===== config.mk =====
export PLATFORM = sky130hd
export DESIGN_NAME = mux4_rr_arbiter
export DESIGN_NICKNAME = d
export VERILOG_FILES = /design/src/rtl/mux4_rr_arbiter.sv
export SDC_FILE = /design/constraint.sdc
export NUM_CORES = 1
export LEC_CHECK = 0
export ABC_AREA = 1
export BUFFER_PORTS_ARGS = -buffer_cell sky130_fd_sc_hd__buf_2
export CAP_MARGIN = 20
export CORE_AREA = 2 2 39 41
export CTS_BUF_LIST = sky130_fd_sc_hd__clkbuf_4 sky130_fd_sc_hd__clkbuf_8
export DETAILED_ROUTE_END_ITERATION = 7
export DIE_AREA = 0 0 41 43
export HOLD_SLACK_MARGIN = 0.15
export PLACE_DENSITY = 0.78
export SLEW_MARGIN = 25
export SYNTH_ARGS = -nofsm -noshare
export SYNTH_HDL_FRONTEND = slang
export SYNTH_SLANG_ARGS = --single-unit

===== constraint.sdc =====
create_clock -name clk -period 3 [get_ports clk]
set_clock_uncertainty 0.2 [all_clocks]
set_input_delay 0.6 -clock clk [delete_from_list [all_inputs] [get_ports clk]]
set_output_delay 0.6 -clock clk [all_outputs]
set_load 0.02 [all_outputs]

===== src/rtl/mux4_rr_arbiter.sv =====
// Four-requester round-robin arbiter with registered one-hot grant, select and a muxed data bit.
// Define MUX4_ARB_TIMEOUT_EN to compile in hold-limit pre-emption after MAX_HOLD granted cycles.
module mux4_rr_arbiter #(
  parameter int unsigned MAX_HOLD = 8
) (
  input  logic       clk,
  input  logic       rst_n,
  input  logic [3:0] req,
  input  logic [3:0] D,
  output logic [3:0] gnt,
  output logic [1:0] S,
  output logic       out,
  output logic       busy,
  output logic       preempt
);

  typedef enum logic {
    ST_IDLE  = 1'b0,
    ST_GRANT = 1'b1
  } state_t;

  state_t     r_state, w_state_nxt;
  logic [1:0] r_last, w_last_nxt;
  logic [1:0] r_sel, w_sel_nxt;
  logic [3:0] r_gnt, w_gnt_nxt;
  logic       r_busy, w_busy_nxt;
  logic       r_preempt, w_preempt_nxt;
  logic [1:0] w_winner;
  logic       w_timeout;

`ifdef MUX4_ARB_TIMEOUT_EN
  logic [7:0] r_hold;

  assign w_timeout = (r_hold == 8'(MAX_HOLD - 1));

  // Idle forces the count to zero, so every new grant starts counting from 0.
  always_ff @(posedge clk or negedge rst_n) begin
    if (!rst_n)                 r_hold <= 8'd0;
    else if (r_state == ST_IDLE) r_hold <= 8'd0;
    else if (req[r_sel])        r_hold <= r_hold + 8'd1;
  end
`else
  logic w_unused_max_hold;

  assign w_timeout         = 1'b0;
  assign w_unused_max_hold = ^8'(MAX_HOLD);
`endif

  // Search last+1, last+2, last+3, last; descending loop lets the nearest candidate win.
  always_comb begin
    w_winner = r_last;
    for (int k = 4; k >= 1; k--) begin
      if (req[2'(r_last + 2'(k))]) w_winner = 2'(r_last + 2'(k));
    end
  end

  always_comb begin
    // NOTE: every output of this block gets a default first, so no path can infer a latch.
    w_state_nxt   = r_state;
    w_last_nxt    = r_last;
    w_sel_nxt     = r_sel;
    w_gnt_nxt     = r_gnt;
    w_busy_nxt    = r_busy;
    w_preempt_nxt = 1'b0;
    case (r_state)
      ST_IDLE: begin
        if (|req) begin
          w_state_nxt = ST_GRANT;
          w_last_nxt  = w_winner;
          w_sel_nxt   = w_winner;
          w_gnt_nxt   = 4'b0001 << w_winner;
          w_busy_nxt  = 1'b1;
        end
      end
      ST_GRANT: begin
        // A dropped request beats a coincident timeout: that is a normal release.
        if (!req[r_sel] || w_timeout) begin
          w_state_nxt   = ST_IDLE;
          w_sel_nxt     = 2'd0;
          w_gnt_nxt     = 4'b0000;
          w_busy_nxt    = 1'b0;
          w_preempt_nxt = req[r_sel];
        end
      end
      default: begin
        w_state_nxt = ST_IDLE;
        w_sel_nxt   = 2'd0;
        w_gnt_nxt   = 4'b0000;
        w_busy_nxt  = 1'b0;
      end
    endcase
  end

  always_ff @(posedge clk or negedge rst_n) begin
    // NOTE: state registers use non-blocking assignments so all of them update from pre-edge values.
    if (!rst_n) begin
      r_state   <= ST_IDLE;
      r_last    <= 2'd3;
      r_sel     <= 2'd0;
      r_gnt     <= 4'b0000;
      r_busy    <= 1'b0;
      r_preempt <= 1'b0;
    end else begin
      r_state   <= w_state_nxt;
      r_last    <= w_last_nxt;
      r_sel     <= w_sel_nxt;
      r_gnt     <= w_gnt_nxt;
      r_busy    <= w_busy_nxt;
      r_preempt <= w_preempt_nxt;
    end
  end

  assign gnt     = r_gnt;
  assign S       = r_sel;
  assign busy    = r_busy;
  assign preempt = r_preempt;
  assign out     = (r_gnt != 4'b0000) ? D[r_sel] : 1'b0;

endmodule


# After elaboration in Yosys (flattened, before gate mapping)
# Cells that the tools add are included.
[classes]
n_addsub = 3
order_cmp = 4
eq_ne = 2
shifts = 1
muxes = 26
bitwise_logic = 1
n_reduce_logical = 4
[ops]
columns = ["operator", "n"]
rows = [
  ["$lt A2 B3 Y1 const B", 4],
  ["$bmux W1 S2", 5],
  ["$mux W1", 10],
  ["$mux W2", 5],
  ["$mux W4", 2],
  ["$pmux W4 S2", 1],
  ["$add A2 B2 Y2 const B", 2],
  ["$ne A2 B2 Y1 const B", 2],
  ["$pmux W1 S2", 2],
  ["$pmux W2 S2", 1],
  ["$reduce_and A2 Y1", 2],
  ["$reduce_bool A4 Y1", 1],
  ["$reduce_or A4 Y1", 1],
  ["$shl A1 B2 Y4 const A", 1],
  ["$add A2 B1 Y2 const B", 1],
  ["$not A1 Y1", 1],
]
[totals]
reg_bits = 10
in_bits = 10
out_inout_bits = 9
wordCells = 46

# Logic depth before layout (Yosys ltp)
[logic_depth]
depth_word = 9
depth_mapped = 12
mapped_depth_nobuf = 11

# Worst setup path after synthesis
# OpenSTA, ideal clock, no wires.
[synth_timing]
path_kind = "input port to output port"
startpoint = "in D[0]"
endpoint = "out out"
arrival_time_ns = 1.148
t_required_ns = 2.200
path_slack_ns = 1.052
cell_stages = 4
n_path_buf = 0
cell_sequence = "nor2_1 -> nor2_1 -> o21ai_0 -> a21oi_1"
[synth_between]
elab_chain_cells = 3
[synth_lines]
columns = ["item", "line_no", "text"]
rows = [
  ["start: declaration", "9", "input logic [3:0] D,"],
  ["$bmux W1 S2", "117", "assign out = (r_gnt != 4'b0000) ? D[r_sel] : 1'b0;"],
  ["$mux W1 (implied by the code)", "117", ""],
  ["$mux W1", "117", ""],
  ["end: declaration", "12", "output logic out,"],
]
# Every way passes these cells. The select of a mux whose other input is x is not followed.

# Worst setup path after layout
[layout_timing]
startpoint = "reg r_sel[0], in the netlist S[0]"
endpoint = "out out"
[layout_between]
elab_chain_cells = 3
[layout_lines]
columns = ["item", "line_no", "text"]
rows = [
  ["start: declaration", "24", "logic [1:0] r_sel, w_sel_nxt;"],
  ["start signal: assignment", "106", "r_sel <= w_sel_nxt;"],
  ["$bmux W1 S2", "117", ""],
  ["$mux W1 (implied by the code)", "117", ""],
  ["$mux W1", "117", ""],
]
# Every way passes these cells. The select of a mux whose other input is x is not followed.

==> flow_summary.toml <==
[sta]
grt_setup_unrepaired = "false"
timing_hold_violations_final = 0
setup_viol = 0
finalMaxSlewViolations = 0
period_share = 0.691
fin_tns_setup_ns = 0
min_period_ns = 2.07
fmax_mhz = 482

[pwr]
leakage_component_of_the_power_nw = 0.479
vdd_ir_drop_max_uv = 548
power_density_mw_per_mm2 = 1220

[worst_setup_path]
element_type_at_the_critical_path_start = "flop"
criticalPathCategory = "reg -> out"
crit_path_end_kind = "output pin"
r2r.worst_path.cells = 11
data_required_time_at_the_worst_endpoint_ns = 2.20
worst-endpoint-arrival_ns = 1.27
reg2reg_from = "r_last[0]"
startpoint = "S[0]"
crit_path_max_fanout = 8

[run]
cap_viol_max_count = 0

[die]
floorplan.die.width_um = 41
die_height_um = 43
floorplan.initialDensity = 0.486
core_area_mm2 = 0.00138
floorplan.io_pins = 19
row_count = 14
die_outline_area_mm2 = 0.00176

[grt]
globalRouteOverflowTotal = 0
via_count_of_the_first_global_routing_pass = 604
wire_length_of_the_first_global_routing_pass_um = 2270
grt_util_all_layers = 0.189
grt_start_max_net_pins = 11
number_of_antenna_violations_at_the_first_check_in_global_routing = 0

[logic_synthesis]
synth_area_per_cell_um2 = 6.65
seq_area_frac_synth = 0.376
post_synthesis_share_of_cell_area_spent_on_and_or_nand_and_nor_gates = 0.393
yosys-mux-area-fraction = 0
post_synth_instance_area_um2 = 672
synth_compound_gate_area_share = 0.106
post-synth-top-count-cell = "sky130_fd_sc_hd__nand2_1"
netlist_instances = 101
synth_largest_type_area_fraction = 0.298
combinational_family_with_the_most_area_after_synthesis = "simple AND/OR/NAND/NOR gates"
synth.ff_latch_count = 10
postSynth.asyncResetShare = 1.00
synthXorXnorAreaFrac = 0
synth_fp_nets = 111
ys_top_cells_by_count = "sky130_fd_sc_hd__nand2_1 (38), sky130_fd_sc_hd__inv_1 (12), sky130_fd_sc_hd__dfrtp_1 (8)"
yosys.area.top_type = "sky130_fd_sc_hd__dfrtp_1"
ys_dominant_reg_cell = "sky130_fd_sc_hd__dfrtp_1"
synthAdderAreaFrac = 0
synth_unique_cells = 19
synth.yosys.warnings = 0
post_synth_main_area_contributors = "sky130_fd_sc_hd__dfrtp_1 (30%), sky130_fd_sc_hd__nand2_1 (21%), sky130_fd_sc_hd__dfstp_2 (7.8%)"
synth_edf_count = 0

[clock_tree]
cts.sinks = 10
htreeDepth = 1
cts_buffers = 3
clk_latency_ns = 0.27
clkSlewWorstSetupHoldPaths_ns = 0.07
post_cts_resize_count = 0
cts_max_path_buffers = 2
cts_tree = "built"
cts-root-buf = "sky130_fd_sc_hd__clkbuf_4"

[route]
remaining_drc_errors = 0
routed_wire_length_per_instance_um = 10.6
wl_um = 1460
antenna_left = 0
dr_total_vias = 678
detailedRoute.firstPassIterationCount = 4
detail_route.vias_per_cell = 4.95
drt_iter0_drc = 7

[cells_and_area]
area_of_combinational_cells_with_multiple_inputs_um2 = 339
nFillCells = 127
drive_gt1_frac = 0.289
seqCellArea_um2 = 253
area_delta_synth_final_pct = 19.7
fin_cells = 137
antenna_cells = 0
nets = 132

[min_path]
worstHoldPathCells = 2
worst_hold_startpoint = "busy"
timing.hold.worst.class = "reg -> reg"

[place]
dp_cells = 132
dp_hpwl_um = 1120
placement.io_buffers = 17
routability_driven_placement_congestion_ratio = 0.803

[run_status]
result_of_the_run = "completed"
## path summary, 6_finish.rpt
path / endpoint / slack (ns)
max in group asynchronous: r_last[1] / 1.82
hold reg to reg: busy / 0.30
min in group asynchronous: gnt[1] / 0.52
setup / recovery: out / 0.93
setup reg to reg: gnt[2] / 1.30
hold / removal: busy / 0.30
## what timing repair did
action                                  CTS  global route
hold endpoints to repair                  8             0
endpoints found under the setup margin    0             0
hold buffers                              1             0
setup buffers                             0             0
## worst max-delay path: stages (launching register included)
cell and delay [ns]:
sky130_fd_sc_hd__dfrtp_1 0.45, sky130_fd_sc_hd__nor2_1 0.08, sky130_fd_sc_hd__nor2_1 0.09, sky130_fd_sc_hd__o21ai_0 0.09, sky130_fd_sc_hd__a21oi_1 0.12, sky130_fd_sc_hd__buf_2 0.17
## stage by stage
stage	power, W	worst slack, ns	hold slack [ns]	instance area (um2)	util
final	0.000979	0.926	0.298	805	0.581
after global routing	0.00107	0.763	0.334	805	0.581
after CTS	0.000980	0.915	0.295	805	0.581
after detailed placement	0.000854	1.01	0.270	758	0.548
after global placement	0.000836	1.05	0.267	758	0.548
after floorplan	0.000731	1.05	0.104	672	-
## placed cells by master (no fill, tap or decap), drive strengths merged, types with 2 or more instances in the layout
master   n
clkbuf   4
o21ai    7
nand2   45
buf     17
nand3    4
a21oi    6
dfstp    2
dfrtp    8
nor2     6
inv     15
nand4    3
## flip-flops by register name (all words and copies together) (netlist names)
signal,count
gnt,4
S,2
r_last,2
busy,1
r_state,1
## routing by layer
layer | part of all wire | track usage | vias to the layer above
li1 | - | - | 354
met1 | 0.46 | 0.240 | 301
met2 | 0.48 | 0.294 | 18
met3 | 0.039 | 0.0157 | 5
met4 | 0.024 | 0.120 | 0
met5 | 0 | 0 | -
## final cells by class
class | count | share of cell area
Tap cell | 16 | 0.0249
Timing Repair Buffer | 18 | 0.118
Sequential cell | 10 | 0.314
Clock buffer | 4 | 0.0451
Inverter | 15 | 0.0762
Multi-Input combinational cell | 74 | 0.421
## power by group
group / switching, W / internal (W)
logic: 0.000393 / 0.000196
registers: 0.0000628 / 0.000206
clock network: 0.0000478 / 0.0000738
total: 0.000504 / 0.000475
## logic make-up after synthesis
family	Yosys count
compound gates	14
buf+inv	17
flops	10
other cells	1
simple gates	59
Note: power is estimated with default switching activity, not from simulation.
